===== config.mk =====
export PLATFORM = sky130hd
export DESIGN_NAME = approx_add_pipe
export DESIGN_NICKNAME = d
export VERILOG_FILES = /design/src/rtl/approx_add_pipe.sv
export SDC_FILE = /design/constraint.sdc
export NUM_CORES = 1
export LEC_CHECK = 0
export ABC_AREA = 1
export CORE_ASPECT_RATIO = 0.5
export CORE_MARGIN = 2
export CORE_UTILIZATION = 70
export CTS_BUF_LIST = sky130_fd_sc_hd__clkbuf_4
export DETAILED_ROUTE_END_ITERATION = 16
export DONT_BUFFER_PORTS = 1
export PLACE_DENSITY = 0.86
export SYNTH_ARGS = -nofsm -noshare
export SYNTH_HDL_FRONTEND = slang
export SYNTH_SLANG_ARGS = --single-unit

===== constraint.sdc =====
create_clock -name clk -period 4.58 [get_ports clk]
set_clock_uncertainty 0.2 [all_clocks]
set_input_delay 0.458 -clock clk [delete_from_list [all_inputs] [get_ports clk]]
set_output_delay 0.458 -clock clk [all_outputs]
set_load 0.02 [all_outputs]

===== src/rtl/approx_add_pipe.sv =====
// Pipelined W-bit unsigned adder with a runtime-selectable lower-part-OR
// approximation on the K least significant bits. The carry chain is cut
// into STAGES registered segments behind a valid/ready stream interface.
// An exact sum travels alongside the approximate one so each result can
// be flagged as mismatching. A saturating counter tallies delivered
// mismatches.
module approx_add_pipe #(
  parameter int W      = 12,
  parameter int K      = 2,
  parameter int STAGES = 3,
  parameter int CNT_W  = 16
) (
  input  logic             clk,
  input  logic             rst_n,
  input  logic             in_valid,
  output logic             in_ready,
  input  logic [W-1:0]     in_a,
  input  logic [W-1:0]     in_b,
  input  logic             in_mode,
  output logic             out_valid,
  input  logic             out_ready,
  output logic [W:0]       out_sum,
  output logic             out_mode,
  output logic             out_mismatch,
  output logic [CNT_W-1:0] err_cnt,
  input  logic             err_clr
);

  localparam int SEG = W / STAGES;

  // Each stage carries two W-bit words. In the approximate word, bits below
  // the segments already processed hold approximate sum bits and bits above
  // still hold operand A. The exact word is laid out the same way, holding
  // exact sum bits below and operand B above. Every stage consumes one
  // SEG-wide slice of both operands and overwrites it with sum bits, so no
  // separate operand delay lines are needed.
  logic [W-1:0]      apx_r [STAGES];
  logic [W-1:0]      ext_r [STAGES];
  logic [STAGES-1:0] vld_r;
  logic [STAGES-1:0] md_r;
  logic [STAGES-1:0] cy_apx_r;
  logic [STAGES-1:0] cy_ext_r;

  logic [W-1:0]      apx_src [STAGES];
  logic [W-1:0]      ext_src [STAGES];
  logic [STAGES-1:0] vld_src;
  logic [STAGES-1:0] md_src;
  logic [STAGES-1:0] cy_apx_src;
  logic [STAGES-1:0] cy_ext_src;

  logic [W-1:0]      apx_nxt [STAGES];
  logic [W-1:0]      ext_nxt [STAGES];
  logic [STAGES-1:0] cy_apx_nxt;
  logic [STAGES-1:0] cy_ext_nxt;

  logic              advance;
  logic [W:0]        exact_sum;

  assign advance  = out_ready | ~out_valid;
  assign in_ready = advance;

  // Stage inputs: stage 0 takes the new beat, later stages take the
  // registers of the stage before them.
  always_comb begin
    apx_src[0]    = in_a;
    ext_src[0]    = in_b;
    vld_src[0]    = in_valid;
    md_src[0]     = in_mode;
    cy_apx_src[0] = 1'b0;
    cy_ext_src[0] = 1'b0;
    for (int unsigned s = 1; s < STAGES; s++) begin
      apx_src[s]    = apx_r[s-1];
      ext_src[s]    = ext_r[s-1];
      vld_src[s]    = vld_r[s-1];
      md_src[s]     = md_r[s-1];
      cy_apx_src[s] = cy_apx_r[s-1];
      cy_ext_src[s] = cy_ext_r[s-1];
    end
  end

  // Per-stage slice adders: approximate and exact ripple chains side by side.
  // Approximated bits OR the operands and kill the carry, except that the
  // topmost approximated bit forwards a[K-1] & b[K-1] into bit K.
  always_comb begin
    logic        ca;
    logic        ce;
    logic        ai;
    logic        bi;
    int unsigned i;
    ca = 1'b0;
    ce = 1'b0;
    ai = 1'b0;
    bi = 1'b0;
    i  = 0;
    cy_apx_nxt = '0;
    cy_ext_nxt = '0;
    for (int unsigned s = 0; s < STAGES; s++) begin
      apx_nxt[s] = apx_src[s];
      ext_nxt[s] = ext_src[s];
      ca = cy_apx_src[s];
      ce = cy_ext_src[s];
      for (int unsigned j = 0; j < SEG; j++) begin
        i  = s * SEG + j;
        ai = apx_src[s][i];
        bi = ext_src[s][i];
        if (md_src[s] && (i < K)) begin
          apx_nxt[s][i] = ai | bi;
          ca = (i == K - 1) ? (ai & bi) : 1'b0;
        end else begin
          apx_nxt[s][i] = ai ^ bi ^ ca;
          ca = (ai & bi) | (ca & (ai ^ bi));
        end
        ext_nxt[s][i] = ai ^ bi ^ ce;
        ce = (ai & bi) | (ce & (ai ^ bi));
      end
      cy_apx_nxt[s] = ca;
      cy_ext_nxt[s] = ce;
    end
  end

  // Pipeline registers: all stages shift together on advance, hold otherwise.
  always_ff @(posedge clk or negedge rst_n) begin
    if (!rst_n) begin
      vld_r    <= '0;
      md_r     <= '0;
      cy_apx_r <= '0;
      cy_ext_r <= '0;
      for (int unsigned s = 0; s < STAGES; s++) begin
        apx_r[s] <= '0;
        ext_r[s] <= '0;
      end
    end else if (advance) begin
      vld_r    <= vld_src;
      md_r     <= md_src;
      cy_apx_r <= cy_apx_nxt;
      cy_ext_r <= cy_ext_nxt;
      for (int unsigned s = 0; s < STAGES; s++) begin
        apx_r[s] <= apx_nxt[s];
        ext_r[s] <= ext_nxt[s];
      end
    end
  end

  assign exact_sum    = {cy_ext_r[STAGES-1], ext_r[STAGES-1]};
  assign out_valid    = vld_r[STAGES-1];
  assign out_mode     = md_r[STAGES-1];
  assign out_sum      = {cy_apx_r[STAGES-1], apx_r[STAGES-1]};
  assign out_mismatch = out_valid & (out_sum != exact_sum);

  // Mismatch counter: clear wins over increment, saturates at all-ones.
  always_ff @(posedge clk or negedge rst_n) begin
    if (!rst_n) begin
      err_cnt <= '0;
    end else if (err_clr) begin
      err_cnt <= '0;
    end else if (out_valid && out_ready && out_mismatch && (err_cnt != '1)) begin
      err_cnt <= err_cnt + 1'b1;
    end
  end

endmodule


==> key figures <==
Route
  • Antenna violation net count after detailed routing: 0
  • Vias: 3721
  • Post-route DRC violation count: 0
  • Final routed wirelength across all metal layers: 9850 µm
  • First drt pass iteration count: 5
  • Number of design-rule violations left by the first detailed-router iteration: 261
  • Post-detailed-route via-to-cell ratio: 5.32
  • Average detailed-routed wire length per instance: 14.1 µm

Setup path
  • Endpoint class of the critical path: primary output
  • Number of buffers and inverters on the critical path: 2
  • Most numerous cell on the critical path: sky130_fd_sc_hd__nand2_1
  • Maximum fanout along the worst path: 3
  • Peak per-stage delay on the critical path: 0.53 ns
  • Sequence of cells on the critical path: inv_1, nand2_1, nand2_1, nor2_1, nand2_1, nor2_1, nand2_1, nand2_1, inv_1
  • Critical Path Start Type: flop
  • Cell class contributing the biggest share of worst-path delay: simple AND/OR/NAND/NOR gates
  • Data required time at the worst endpoint: 3.92 ns
  • Type of the worst setup path: flop to primary output
  • Cell with the biggest individual delay on the critical path: sky130_fd_sc_hd__dfrtp_1
  • Worst EP arrival: between 1.5 and 2 ns

Floorplanning
  • Number of cell rows: 21
  • Initial core utilization: 0.742
  • Chip Height: 64.3 µm
  • Placeable core region: approximately 7000 µm²
  • Total I/O pin count: 63
  • Area enclosed by the die boundary: approximately 8000 µm²
  • Horizontal die dimension: between 100 and 150 µm

Timing
  • Number of endpoints failing setup at the final stage: 0
  • Setup TNS after final layout: 0 ns
  • Fin. max-slew vios: 0
  • Final worst-path cycle share: 0.572
  • Worst hold slack across all endpoints: between 0.02 and 0.025 ns
  • Slew at the pin with the worst max-slew slack: 0.876 ns
  • Hold violation count in the final report: 0
  • Upper clock frequency limit: between 0.3 and 0.4 GHz
  • Setup repair after global routing missed its margin: no
  • Min cycle time layout: 2.62 ns
  • Relative max-transition margin: 0.416

GRT
  • Global-route wire length before repair: 16700 µm
  • Largest net degree at the start of global routing: ~100
  • GR Overflow Total: 0
  • Total track usage: 0.271
  • Via count of the first global-routing pass: ~3600
  • Initial antenna violation count: 0

Power
  • Worst vdd ir: about 330 µV
  • Total power divided by cell area: 530 nW/µm²
  • Leakage power of the design: 0.00288 µW
  • Final total power: about 2900 µW

Clock tree
  • Number of gates given a new drive strength after cts: 0
  • Total clock buffers created by CTS: 9
  • Worst skew pair latency: 0.47 ns
  • Maximum number of buffers from clock root to sink: 2
  • Post-CTS Hold Fix Bufs: 21
  • Setup repair bufs after CTS: 0
  • Number of sinks on the clock net: 100
  • Clock transition at the registers of the reported paths: 0.15 ns
  • Clk root buf: sky130_fd_sc_hd__clkbuf_4
  • Htree depth: 3
  • Clock tree from TritonCTS: done

Synthesis
  • Post-synthesis cell count: 603
  • Synth warnings: 0
  • Cell area after synthesis: 5090 µm²
  • Number of register bits inferred by synthesis: 100
  • Synth Area per Inst: 8.44 µm²
  • Synthesized Nets: 660
  • Distinct cells, synth: 26
  • Sequential cell area fraction in the yosys report: 0.492

Finish
  • Area grow syn2layout: 6.10%
  • Number of nets in the layout: 660
  • Leading cell type in the layout, fill and taps excluded: sky130_fd_sc_hd__nand2_1
  • Top library cells by usage in the layout, fill and taps aside: sky130_fd_sc_hd__nand2_1, sky130_fd_sc_hd__dfrtp_1, sky130_fd_sc_hd__inv_1
  • Share of cells above drive strength 1: 0.0444
  • Final antenna diode count: 0
  • Count of filler cells inserted in the layout: 460
  • Non-filler cells in the finished layout: 700

Placement
  • RePlAce Congestion: roughly 0.84
  • Count of placed standard cells including taps: 663
  • Count of input and output buffers: 0
  • DP Wirelength: approximately 6400 µm

Worst hold path
  • Worst min path class: primary input to flop

Run status
  • Result of the run: finished clean

Run
  • Max cap viols: 0
==> through the flow <==
step	cell area, µm²	utilization	setup slack (ns)
2_1_floorplan	5090	-	2.15
3_3_place_gp	5020	0.732	2.07
3_5_place_dp	5020	0.732	2.01
4_1_cts	5400	0.787	1.96
5_1_grt	5400	0.787	1.83
6_report	5400	0.787	1.96
==> metal layers <==
metal  vias to the layer above  share of wire  GRT usage
li1                       1824              -          -
met1                      1756           0.46      0.367
met2                       126           0.45      0.426
met3                        15          0.077     0.0921
met4                         0          0.014     0.0744
met5                         -              0          0
==> state kept, by name, summed over array words and instances, names as in the netlist <==
name / count
apx_nxt: 16
err_cnt: 16
ext_nxt: 16
exact_sum: 12
out_sum: 12
apx_r: 8
ext_r: 8
cy_apx_r: 3
cy_ext_r: 3
md_r: 3
vld_r: 3
==> synth_stat cells (all sizes together) <==
cell	number	share of area
fa	22	0.087
clkbuf	11	0.0081
o21ai	60	0.060
ha	5	0.012
nand2	218	0.16
dfrtp	100	0.49
xnor2	2	0.0034
nand4	2	0.0054
clkinv	1	0.00074
a22oi	1	0.0015
xor2	5	0.0086
nand3	37	0.039
inv	83	0.061
nor2	29	0.024
buf	24	0.033
o21bai	1	0.0015
a21o	2	0.0029
==> where the power goes <==
group          total [µW]  internal [µW]  leakage, µW  switching (µW)
Sequential           1480           1180      0.00124             301
Clock                 486            176    0.0000790             310
Combinational         897            326      0.00156             572
==> final timing paths <==
kind / from / endpoint / slack [ns] / cells after the start
worst max-delay path: out_sum[7]$_DFFE_PN0P_ / out_mismatch / 1.96 / 9
worst min-delay path: in_mode / apx_nxt[13]$_DFFE_PN0P_ / 0.02 / 2
worst max register to register: apx_r[20]$_DFFE_PN0P_ / out_sum[11]$_DFFE_PN0P_ / 2.13 / 8
worst min register to register: vld_r[1]$_DFFE_PN0P_ / vld_r[2]$_DFFE_PN0P_ / 0.28 / 2
max in group asynchronous: rst_n / ext_nxt[13]$_DFFE_PN0P_ / 3.47 / 2
min in group asynchronous: rst_n / err_cnt[4]$_DFFE_PN0P_ / 0.33 / 2
==> cell type report <==
| class | count | area, µm² | share of cell area |
|---|---|---|---|
| Sequential cell | 100 | 2500 | 0.463 |
| Inverter | 84 | 315 | 0.0584 |
| Tap cell | 92 | 115 | 0.0213 |
| Clock inverter | 7 | 83.8 | 0.0155 |
| Multi-Input combinational cell | 384 | 2070 | 0.383 |
| Timing Repair Buffer | 24 | 250 | 0.0463 |
| Clock buffer | 9 | 67.6 | 0.0125 |
==> logic make-up (layout without fill, tap and decap cells) <==
kind of cell / count (synthesis) / count (layout) / share of synthesized area
AO/OA/AOI/OAI: 64 / 64 / 0.0656
XOR/XNOR: 7 / 7 / 0.0120
adder cells (fa/ha/maj): 27 / 27 / 0.0988
buffers and inverters: 119 / 124 / 0.103
flip-flops: 100 / 100 / 0.492
AND/OR/NAND/NOR: 286 / 286 / 0.229
==> worst register-to-register path, stage by stage, from the launching register on <==
cell	delay [ns]
sky130_fd_sc_hd__dfrtp_1	0.39
sky130_fd_sc_hd__inv_1	0.14
sky130_fd_sc_hd__fa_1	0.21
sky130_fd_sc_hd__inv_1	0.06
sky130_fd_sc_hd__fa_1	0.39
sky130_fd_sc_hd__fa_1	0.37
sky130_fd_sc_hd__inv_1	0.07
sky130_fd_sc_hd__fa_1	0.39
sky130_fd_sc_hd__o21ai_0	0.16
Power figures use the tool's default switching activity.
